===== config.mk =====
export PLATFORM = sky130hd
export DESIGN_NAME = ysyx_25040129_ifu_flat
export DESIGN_NICKNAME = d
export VERILOG_FILES = /design/src/rtl/ysyx_25040129_ifu_pkg.sv /design/src/rtl/ysyx_25040129_ifu_if.sv /design/src/rtl/ysyx_25040129_ifu.sv /design/src/flat_wrapper.sv
export SDC_FILE = /design/constraint.sdc
export NUM_CORES = 1
export LEC_CHECK = 0
export CORE_MARGIN = 8
export CORE_UTILIZATION = 44
export CTS_CLUSTER_SIZE = 24
export DETAILED_ROUTE_END_ITERATION = 10
export GPL_TIMING_DRIVEN = 0
export PLACE_DENSITY = 0.87
export SLEW_MARGIN = 10
export SYNTH_ARGS = -nofsm -noshare
export SYNTH_HDL_FRONTEND = slang
export SYNTH_SLANG_ARGS = --single-unit

===== constraint.sdc =====
create_clock -name clk -period 1.9 [get_ports clk]
set_input_delay 0.475 -clock clk [delete_from_list [all_inputs] [get_ports clk]]
set_output_delay 0.475 -clock clk [all_outputs]
set_load 0.02 [all_outputs]

===== src/rtl/ysyx_25040129_ifu_pkg.sv =====
// rtl/ysyx_25040129_ifu_pkg.sv - shared constants and state encoding for the instruction fetch unit
package ysyx_25040129_defs;

  // AXI read response codes returned by the I-cache
  localparam logic [1:0] RESP_OKAY   = 2'b00;
  localparam logic [1:0] RESP_SLVERR = 2'b10;
  localparam logic [1:0] RESP_DECERR = 2'b11;

  // First fetch address after reset
  localparam logic [31:0] RESET_PC_DEFAULT = 32'h8000_0000;

  // S_REQ: address phase, S_RESP: waiting for data, S_OUT: holding an instruction for the IDU
  typedef enum logic [1:0] {
    S_REQ  = 2'b00,
    S_RESP = 2'b01,
    S_OUT  = 2'b10
  } ifu_state_e;

endpackage


===== src/rtl/ysyx_25040129_ifu_if.sv =====
// rtl/ysyx_25040129_ifu_if.sv - I-cache read channel and IDU delivery interfaces of the fetch unit
interface ysyx_25040129_icache_if;
  logic [31:0] ifu_araddr;
  logic        ifu_arvalid;
  logic        ifu_arready;
  logic [31:0] ifu_rdata;
  logic [1:0]  ifu_rresp;
  logic        ifu_rvalid;
  logic        ifu_rready;

  modport master (
    output ifu_araddr, ifu_arvalid, ifu_rready,
    input  ifu_arready, ifu_rdata, ifu_rresp, ifu_rvalid
  );

  modport slave (
    input  ifu_araddr, ifu_arvalid, ifu_rready,
    output ifu_arready, ifu_rdata, ifu_rresp, ifu_rvalid
  );
endinterface

interface ysyx_25040129_idu_if;
  logic        inst_valid;
  logic        inst_ready;
  logic [31:0] inst;
  logic [31:0] inst_pc;
  logic        inst_err;

  modport master (
    output inst_valid, inst, inst_pc, inst_err,
    input  inst_ready
  );

  modport slave (
    input  inst_valid, inst, inst_pc, inst_err,
    output inst_ready
  );
endinterface


===== src/rtl/ysyx_25040129_ifu.sv =====
// rtl/ysyx_25040129_ifu.sv - single-outstanding instruction fetch FSM with redirect kill and fence.i gating
module ysyx_25040129_ifu
  import ysyx_25040129_defs::*;
#(
  parameter logic [31:0] RESET_PC = RESET_PC_DEFAULT
) (
  input  logic                           clk,
  input  logic                           rst_n,
  input  logic                           redirect_valid,
  input  logic [31:0]                    redirect_pc,
  input  logic                           fence_i_in,
  output logic                           fence_i_out,
  ysyx_25040129_icache_if.master         icache,
  ysyx_25040129_idu_if.master            idu
);

  ifu_state_e  state_q, state_d;
  logic [31:0] pc_q, pc_d;
  logic [31:0] req_addr_q, req_addr_d;
  logic        kill_q, kill_d;
  logic        fence_q;
  logic [31:0] inst_q, inst_d;
  logic [31:0] inst_pc_q, inst_pc_d;
  logic        inst_err_q, inst_err_d;

  logic [31:0] target;
  logic        ar_hs;
  logic        r_hs;

  assign target = {redirect_pc[31:2], 2'b00};

  // No handshake of either channel while the cache is flushing for fence.i
  assign icache.ifu_araddr  = req_addr_q;
  assign icache.ifu_arvalid = (state_q == S_REQ) && !fence_q;
  assign icache.ifu_rready  = ((state_q == S_REQ) || (state_q == S_RESP)) && !fence_q;
  assign ar_hs = icache.ifu_arvalid && icache.ifu_arready;
  assign r_hs  = icache.ifu_rready && icache.ifu_rvalid;

  assign idu.inst_valid = (state_q == S_OUT) && !redirect_valid;
  assign idu.inst       = inst_q;
  assign idu.inst_pc    = inst_pc_q;
  assign idu.inst_err   = inst_err_q;
  assign fence_i_out    = fence_q;

  // Next state: a response is either latched for the IDU or discarded when stale or redirected
  always_comb begin
    state_d    = state_q;
    pc_d       = pc_q;
    req_addr_d = req_addr_q;
    kill_d     = kill_q;
    inst_d     = inst_q;
    inst_pc_d  = inst_pc_q;
    inst_err_d = inst_err_q;
    unique case (state_q)
      S_REQ: begin
        // The address already on the bus must complete, so a redirect only marks it stale
        if (redirect_valid) begin
          pc_d   = target;
          kill_d = 1'b1;
        end
        if (ar_hs) begin
          if (r_hs) begin
            if (!kill_q && !redirect_valid) begin
              inst_d     = icache.ifu_rdata;
              inst_pc_d  = req_addr_q;
              inst_err_d = (icache.ifu_rresp != RESP_OKAY);
              state_d    = S_OUT;
            end else begin
              kill_d     = 1'b0;
              req_addr_d = redirect_valid ? target : pc_q;
            end
          end else begin
            state_d = S_RESP;
          end
        end
      end
      S_RESP: begin
        if (r_hs) begin
          if (kill_q || redirect_valid) begin
            kill_d     = 1'b0;
            pc_d       = redirect_valid ? target : pc_q;
            req_addr_d = redirect_valid ? target : pc_q;
            state_d    = S_REQ;
          end else begin
            inst_d     = icache.ifu_rdata;
            inst_pc_d  = req_addr_q;
            inst_err_d = (icache.ifu_rresp != RESP_OKAY);
            state_d    = S_OUT;
          end
        end else if (redirect_valid) begin
          pc_d   = target;
          kill_d = 1'b1;
        end
      end
      S_OUT: begin
        if (redirect_valid) begin
          pc_d       = target;
          req_addr_d = target;
          state_d    = S_REQ;
        end else if (idu.inst_ready) begin
          pc_d       = req_addr_q + 32'd4;
          req_addr_d = req_addr_q + 32'd4;
          state_d    = S_REQ;
        end
      end
      default: state_d = S_REQ;
    endcase
  end

  // State and datapath registers; reset restarts fetch at RESET_PC immediately
  always_ff @(posedge clk or negedge rst_n) begin
    if (!rst_n) begin
      state_q    <= S_REQ;
      pc_q       <= RESET_PC;
      req_addr_q <= RESET_PC;
      kill_q     <= 1'b0;
      fence_q    <= 1'b0;
      inst_q     <= 32'd0;
      inst_pc_q  <= 32'd0;
      inst_err_q <= 1'b0;
    end else begin
      state_q    <= state_d;
      pc_q       <= pc_d;
      req_addr_q <= req_addr_d;
      kill_q     <= kill_d;
      fence_q    <= fence_i_in;
      inst_q     <= inst_d;
      inst_pc_q  <= inst_pc_d;
      inst_err_q <= inst_err_d;
    end
  end

endmodule


===== src/flat_wrapper.sv =====
// flat-port wrapper written by rule: the top's interface ports become plain ports
module ysyx_25040129_ifu_flat import ysyx_25040129_defs::*;
#(
  parameter logic [31:0] RESET_PC = RESET_PC_DEFAULT
)
  (clk, rst_n, redirect_valid, redirect_pc, fence_i_in, fence_i_out, icache_ifu_araddr, icache_ifu_arvalid, icache_ifu_rready, icache_ifu_arready, icache_ifu_rdata, icache_ifu_rresp, icache_ifu_rvalid, idu_inst_valid, idu_inst, idu_inst_pc, idu_inst_err, idu_inst_ready);
  ysyx_25040129_icache_if icache_i ();
  ysyx_25040129_idu_if idu_i ();
  input  logic clk;
  input  logic rst_n;
  input  logic redirect_valid;
  input  logic [31:0] redirect_pc;
  input  logic fence_i_in;
  output logic fence_i_out;
  output wire logic [$bits(icache_i.ifu_araddr)-1:0] icache_ifu_araddr;
  output wire logic [$bits(icache_i.ifu_arvalid)-1:0] icache_ifu_arvalid;
  output wire logic [$bits(icache_i.ifu_rready)-1:0] icache_ifu_rready;
  input wire logic [$bits(icache_i.ifu_arready)-1:0] icache_ifu_arready;
  input wire logic [$bits(icache_i.ifu_rdata)-1:0] icache_ifu_rdata;
  input wire logic [$bits(icache_i.ifu_rresp)-1:0] icache_ifu_rresp;
  input wire logic [$bits(icache_i.ifu_rvalid)-1:0] icache_ifu_rvalid;
  output wire logic [$bits(idu_i.inst_valid)-1:0] idu_inst_valid;
  output wire logic [$bits(idu_i.inst)-1:0] idu_inst;
  output wire logic [$bits(idu_i.inst_pc)-1:0] idu_inst_pc;
  output wire logic [$bits(idu_i.inst_err)-1:0] idu_inst_err;
  input wire logic [$bits(idu_i.inst_ready)-1:0] idu_inst_ready;
  assign icache_ifu_araddr = icache_i.ifu_araddr;
  assign icache_ifu_arvalid = icache_i.ifu_arvalid;
  assign icache_ifu_rready = icache_i.ifu_rready;
  assign icache_i.ifu_arready = icache_ifu_arready;
  assign icache_i.ifu_rdata = icache_ifu_rdata;
  assign icache_i.ifu_rresp = icache_ifu_rresp;
  assign icache_i.ifu_rvalid = icache_ifu_rvalid;
  assign idu_inst_valid = idu_i.inst_valid;
  assign idu_inst = idu_i.inst;
  assign idu_inst_pc = idu_i.inst_pc;
  assign idu_inst_err = idu_i.inst_err;
  assign idu_i.inst_ready = idu_inst_ready;
  ysyx_25040129_ifu #(.RESET_PC(RESET_PC)) u_core (.clk(clk), .rst_n(rst_n), .redirect_valid(redirect_valid), .redirect_pc(redirect_pc), .fence_i_in(fence_i_in), .fence_i_out(fence_i_out), .icache(icache_i), .idu(idu_i));
endmodule

==> results of run 1 <==
-- registers in the layout (all words and copies together), names as in the netlist --
| signal | flops |
|---|---|
| u_core.idu.inst_pc | 32 |
| u_core.idu.inst_err | 1 |
| u_core.kill_q | 1 |
| u_core.fence_i_out | 1 |
| u_core.state_q | 2 |
| u_core.pc_q | 32 |
| u_core.idu.inst | 32 |
| u_core.icache.ifu_araddr | 32 |
-- layer usage --
layer | GRT usage [%] | routed length (um) | vias up
met2 | 38.5 | 11700 | 620
met3 | 8.00 | 3250 | 164
met5 | 0 | 0 | -
met1 | 28.8 | 8860 | 3153
met4 | 11.6 | 1240 | 0
li1 | - | - | 2690
-- area by class of cell --
class                           instances  share of cell area (%)
Clock inverter                          8                    1.19
Tap cell                              184                    2.26
Clock buffer                           24                    4.83
Buffer                                 33                    2.72
Sequential cell                       133                    33.0
Timing Repair Buffer                  241                    23.7
Inverter                                6                   0.246
Multi-Input combinational cell        429                    32.0
-- repair_timing --
item                                    CTS  global route
pin swaps                                 8            18
buffers inserted                         32            37
endpoints found under the setup margin  163           143
gates cloned                              4             3
resized for setup                       152           126
-- kinds of logic (layout without fill, tap and decap cells) --
kind of cell / count (synthesis) / count (layout)
simple gates: 190 / 191
mux: 70 / 70
compound gates: 145 / 145
flops: 133 / 133
fa+ha+maj: 1 / 1
xor+xnor: 22 / 22
buf+inv: 46 / 312
-- cells in the final DEF (no fill, tap or decap), types with 11 or more instances in the layout --
master and instances:
clkdlybuf4s50_1 117, dfrtp_1 112, nand2_1 82, mux2_4 54, buf_4 51, o21ai_0 47
dlygate4sd2_1 32, nor2_1 31, a21oi_1 29, buf_6 21, clkbuf_16 19, dfrtp_2 19
dlymetal6s2s_1 18, xor2_1 17, nand3_1 12, and3_1 11
-- synthesized netlist by cell type, drive strengths merged (3+ instances only) --
master | n | area share (%)
dfrtp | 131 | 51
nand2 | 85 | 5.0
mux2 | 64 | 11
o21ai | 57 | 4.5
nor2 | 34 | 2.0
a21oi | 32 | 2.6
buf | 24 | 1.9
xor2 | 17 | 2.3
clkbuf | 16 | 0.94
nand3 | 14 | 1.1
and3 | 12 | 1.2
nand4 | 11 | 1.5
a22oi | 10 | 1.2
nor3 | 9 | 0.78
a221oi | 7 | 0.96
inv | 6 | 0.35
mux2i | 6 | 0.94
a211oi | 5 | 0.67
and2 | 5 | 0.49
or3 | 5 | 0.49
xnor2 | 5 | 0.69
a31oi | 4 | 0.39
nor3b | 4 | 0.55
nor4 | 4 | 1.1
o211ai | 4 | 0.47
a31o | 3 | 0.41
a32oi | 3 | 0.41
o21a | 3 | 0.35
o31ai | 3 | 0.35
-- worst paths after layout --
kind / to / slack [ns]
max: idu_inst_valid / -0.15
min: u_core.idu.inst_pc[7] / 0.007
max reg2reg: u_core.pc_q[25] / -0.12
min reg2reg: u_core.pc_q[0] / 0.49
max in group asynchronous: u_core.pc_q[31] / 1.09
min in group clk: u_core.pc_q[0] / 0.49
-- power by group through the flow --
stage                     sequential (uW)  combinational, uW  clock, uW
after floorplan                      5320               1230          0
after CTS                            4500               4530       3460
after detailed placement             4530               4340          0
final                                4570               4980       3450
after global routing                 4660               5240       3590
after global placement               4470               4260          0
-- through the flow --
stage                     cell area [sq um]  TNS [ns]  instances  utilization [%]  total power [uW]
final                                 10200     -2.63       1058             70.8             13000
after global routing                  10200     -7.92       1058             70.8             13500
after CTS                              9640     -3.54       1029             67.1             12500
after detailed placement               8380    -87.99        963             58.3              8870
after global placement                 8350   -745.54        962             58.1              8740
after floorplan                        6410         0        607                -              6550
==> impl_metrics.yaml, run 1 <==
layout:
  antennaDiodeCount: 0
  areaGrowthSynthToFinish_pct: 59.2
  nets: 935
  drive_above_1_share_pct: 30.1
  n_fill_cell: 899
  seqCellArea_sq_um: 3350
  multi_input_area_sq_um: 3260
clocking:
  cts_root_buf: "clkbuf_16"
  cts-buffers-inserted: 17
  cts_sinks: 133
  postCtsHoldBufs: 0
  cts_max_path_buffers: 2
  cts_htree_levels: 4
  clock_latency_ns: 0.43
  clk_pin_slew_ns: 0.06
  cts_tree: "done"
setup_path:
  timing.rr.start: "u_core.icache.ifu_araddr[2]"
  worstSetupPathType: "register to primary output"
  arrival_ns: 1.57
  cp_max_fo: 4
  crit_family: "buffers and inverters"
  cp_data_required_time_ns: 1.42
  crit_cells: 7
  crit_path_start: "u_core.state_q[1]"
  cpMostUsedCell: "buf_6"
  critPathSlowestCell: "dfrtp_1"
  worstSetupStartpointType: "register"
  rr_worst_depth: 8
  max_stage_delay_ns: 0.40
  critPathBufInv: 5
  path_cells: "buf_6 -> nor2b_4 -> nand2_4 -> inv_4 -> buf_6 -> buf_8 -> buf_6"
  crit_path_end_kind: "primary output"
timing:
  holdWs_ns: 0.00678
  tightest_slew_ns: 0.668
  slew_headroom_pct: 55.5
  finalCritPeriodShare_pct: 108
  hold_viol_final: 0
  final.setup.worst_slack_ns: -0.146
  max_freq_ghz: 0.489
  grt_setup_unrepaired: "yes"
  timing.final.crit_period_ns: 2.05
  setup_viol: 41
  skew_ns: 0.0111
  maxSlewViolCount: 0
detailed_routing:
  drcViolationCount: 0
  num_vias: 6627
  wirelength_mm: 25.0
  drtPass1Iterations: 8
  wire_per_inst_um: 23.6
  route.antenna.remaining_nets: 0
  routed_via_density: 6.26
  drt_iter0_drc: 1134
yosys:
  postSynthAreaPerCell_sq_um: 10.5
  syn_area_sq_um: 6390
  synth-edff-count: 0
  synth_cell_types: 59
  synth-simple-area-share_pct: 15.1
  synthAdderAreaFrac_pct: 0.196
  synth.ff_latch_count: 133
  ys_dominant_reg_cell: "dfrtp_1"
  ys_seq_area_share_pct: 52.1
  synth_compound_area_share_pct: 14.1
  synth_xor_area_share_pct: 3.02
  synthesis.nets: 681
  synth_top_family_by_area: "simple AND/OR/NAND/NOR gates"
  synthCells: 607
  synth_mux_area_share_pct: 12.2
  yosys_warnings: 0
  async_flop_share_pct: 100
die:
  die_w_um: 137
  num_rows: 44
  initial_utilization_pct: 44.5
  dieHeight_um: 137
  die-area_sq_um: 18600
  ios: 174
  coreArea_sq_um: 14400
power:
  clockPowerShare_pct: 26.5
  cellLeakagePower_uw: 0.00471
  combPwrFrac_pct: 38.3
  p_sw_uw: 4540
  internal-power_uw: 8460
  power_density_nw_per_um2: 1280
  seqPwrFrac_pct: 35.2
  ir_drop_uv: 742
  swShare_pct: 34.9
run:
  cap_viol_max_count: 0
global_routing:
  grtUsageTotal_pct: 24.1
  antenna_found_initial: 0
  grt_pass1_vias: 6324
  grt_pass1_wl_mm: 34.7
  grt.overflow.total: 0
  grt_max_degree: 81
placed_design:
  pre_cts_slack_ns: -1.28
  dp_hpwl_mm: 14.2
  gp_congestion: 0.887
  port_buffers: 171
outcome:
  violations: "setup timing"
  status: "finished with violations"
worst_hold_path:
  hold_path_class: "input pin to asynchronous set/reset pin"
Note: power is estimated with default switching activity, not from simulation.
==> run 2: changes to the inputs <==
--- a/config.mk
+++ b/config.mk
@@ -7,6 +7,7 @@
 export LEC_CHECK = 0
 export CORE_MARGIN = 8
 export CORE_UTILIZATION = 44
+export CTS_CLUSTER_DIAMETER = 100
 export CTS_CLUSTER_SIZE = 24
 export DETAILED_ROUTE_END_ITERATION = 10
 export GPL_TIMING_DRIVEN = 0
==> results of run 2 <==
Same layout as run 1: the final DEF is identical, and so are final timing and power.
==> run 3: changes to the inputs <==
--- a/config.mk
+++ b/config.mk
@@ -8,7 +8,7 @@
 export CORE_MARGIN = 8
 export CORE_UTILIZATION = 44
 export CTS_CLUSTER_DIAMETER = 100
-export CTS_CLUSTER_SIZE = 24
+export CTS_CLUSTER_SIZE = 12
 export DETAILED_ROUTE_END_ITERATION = 10
 export GPL_TIMING_DRIVEN = 0
 export PLACE_DENSITY = 0.87
==> results of run 3 <==
Same layout as run 1: the final DEF is identical, and so are final timing and power.
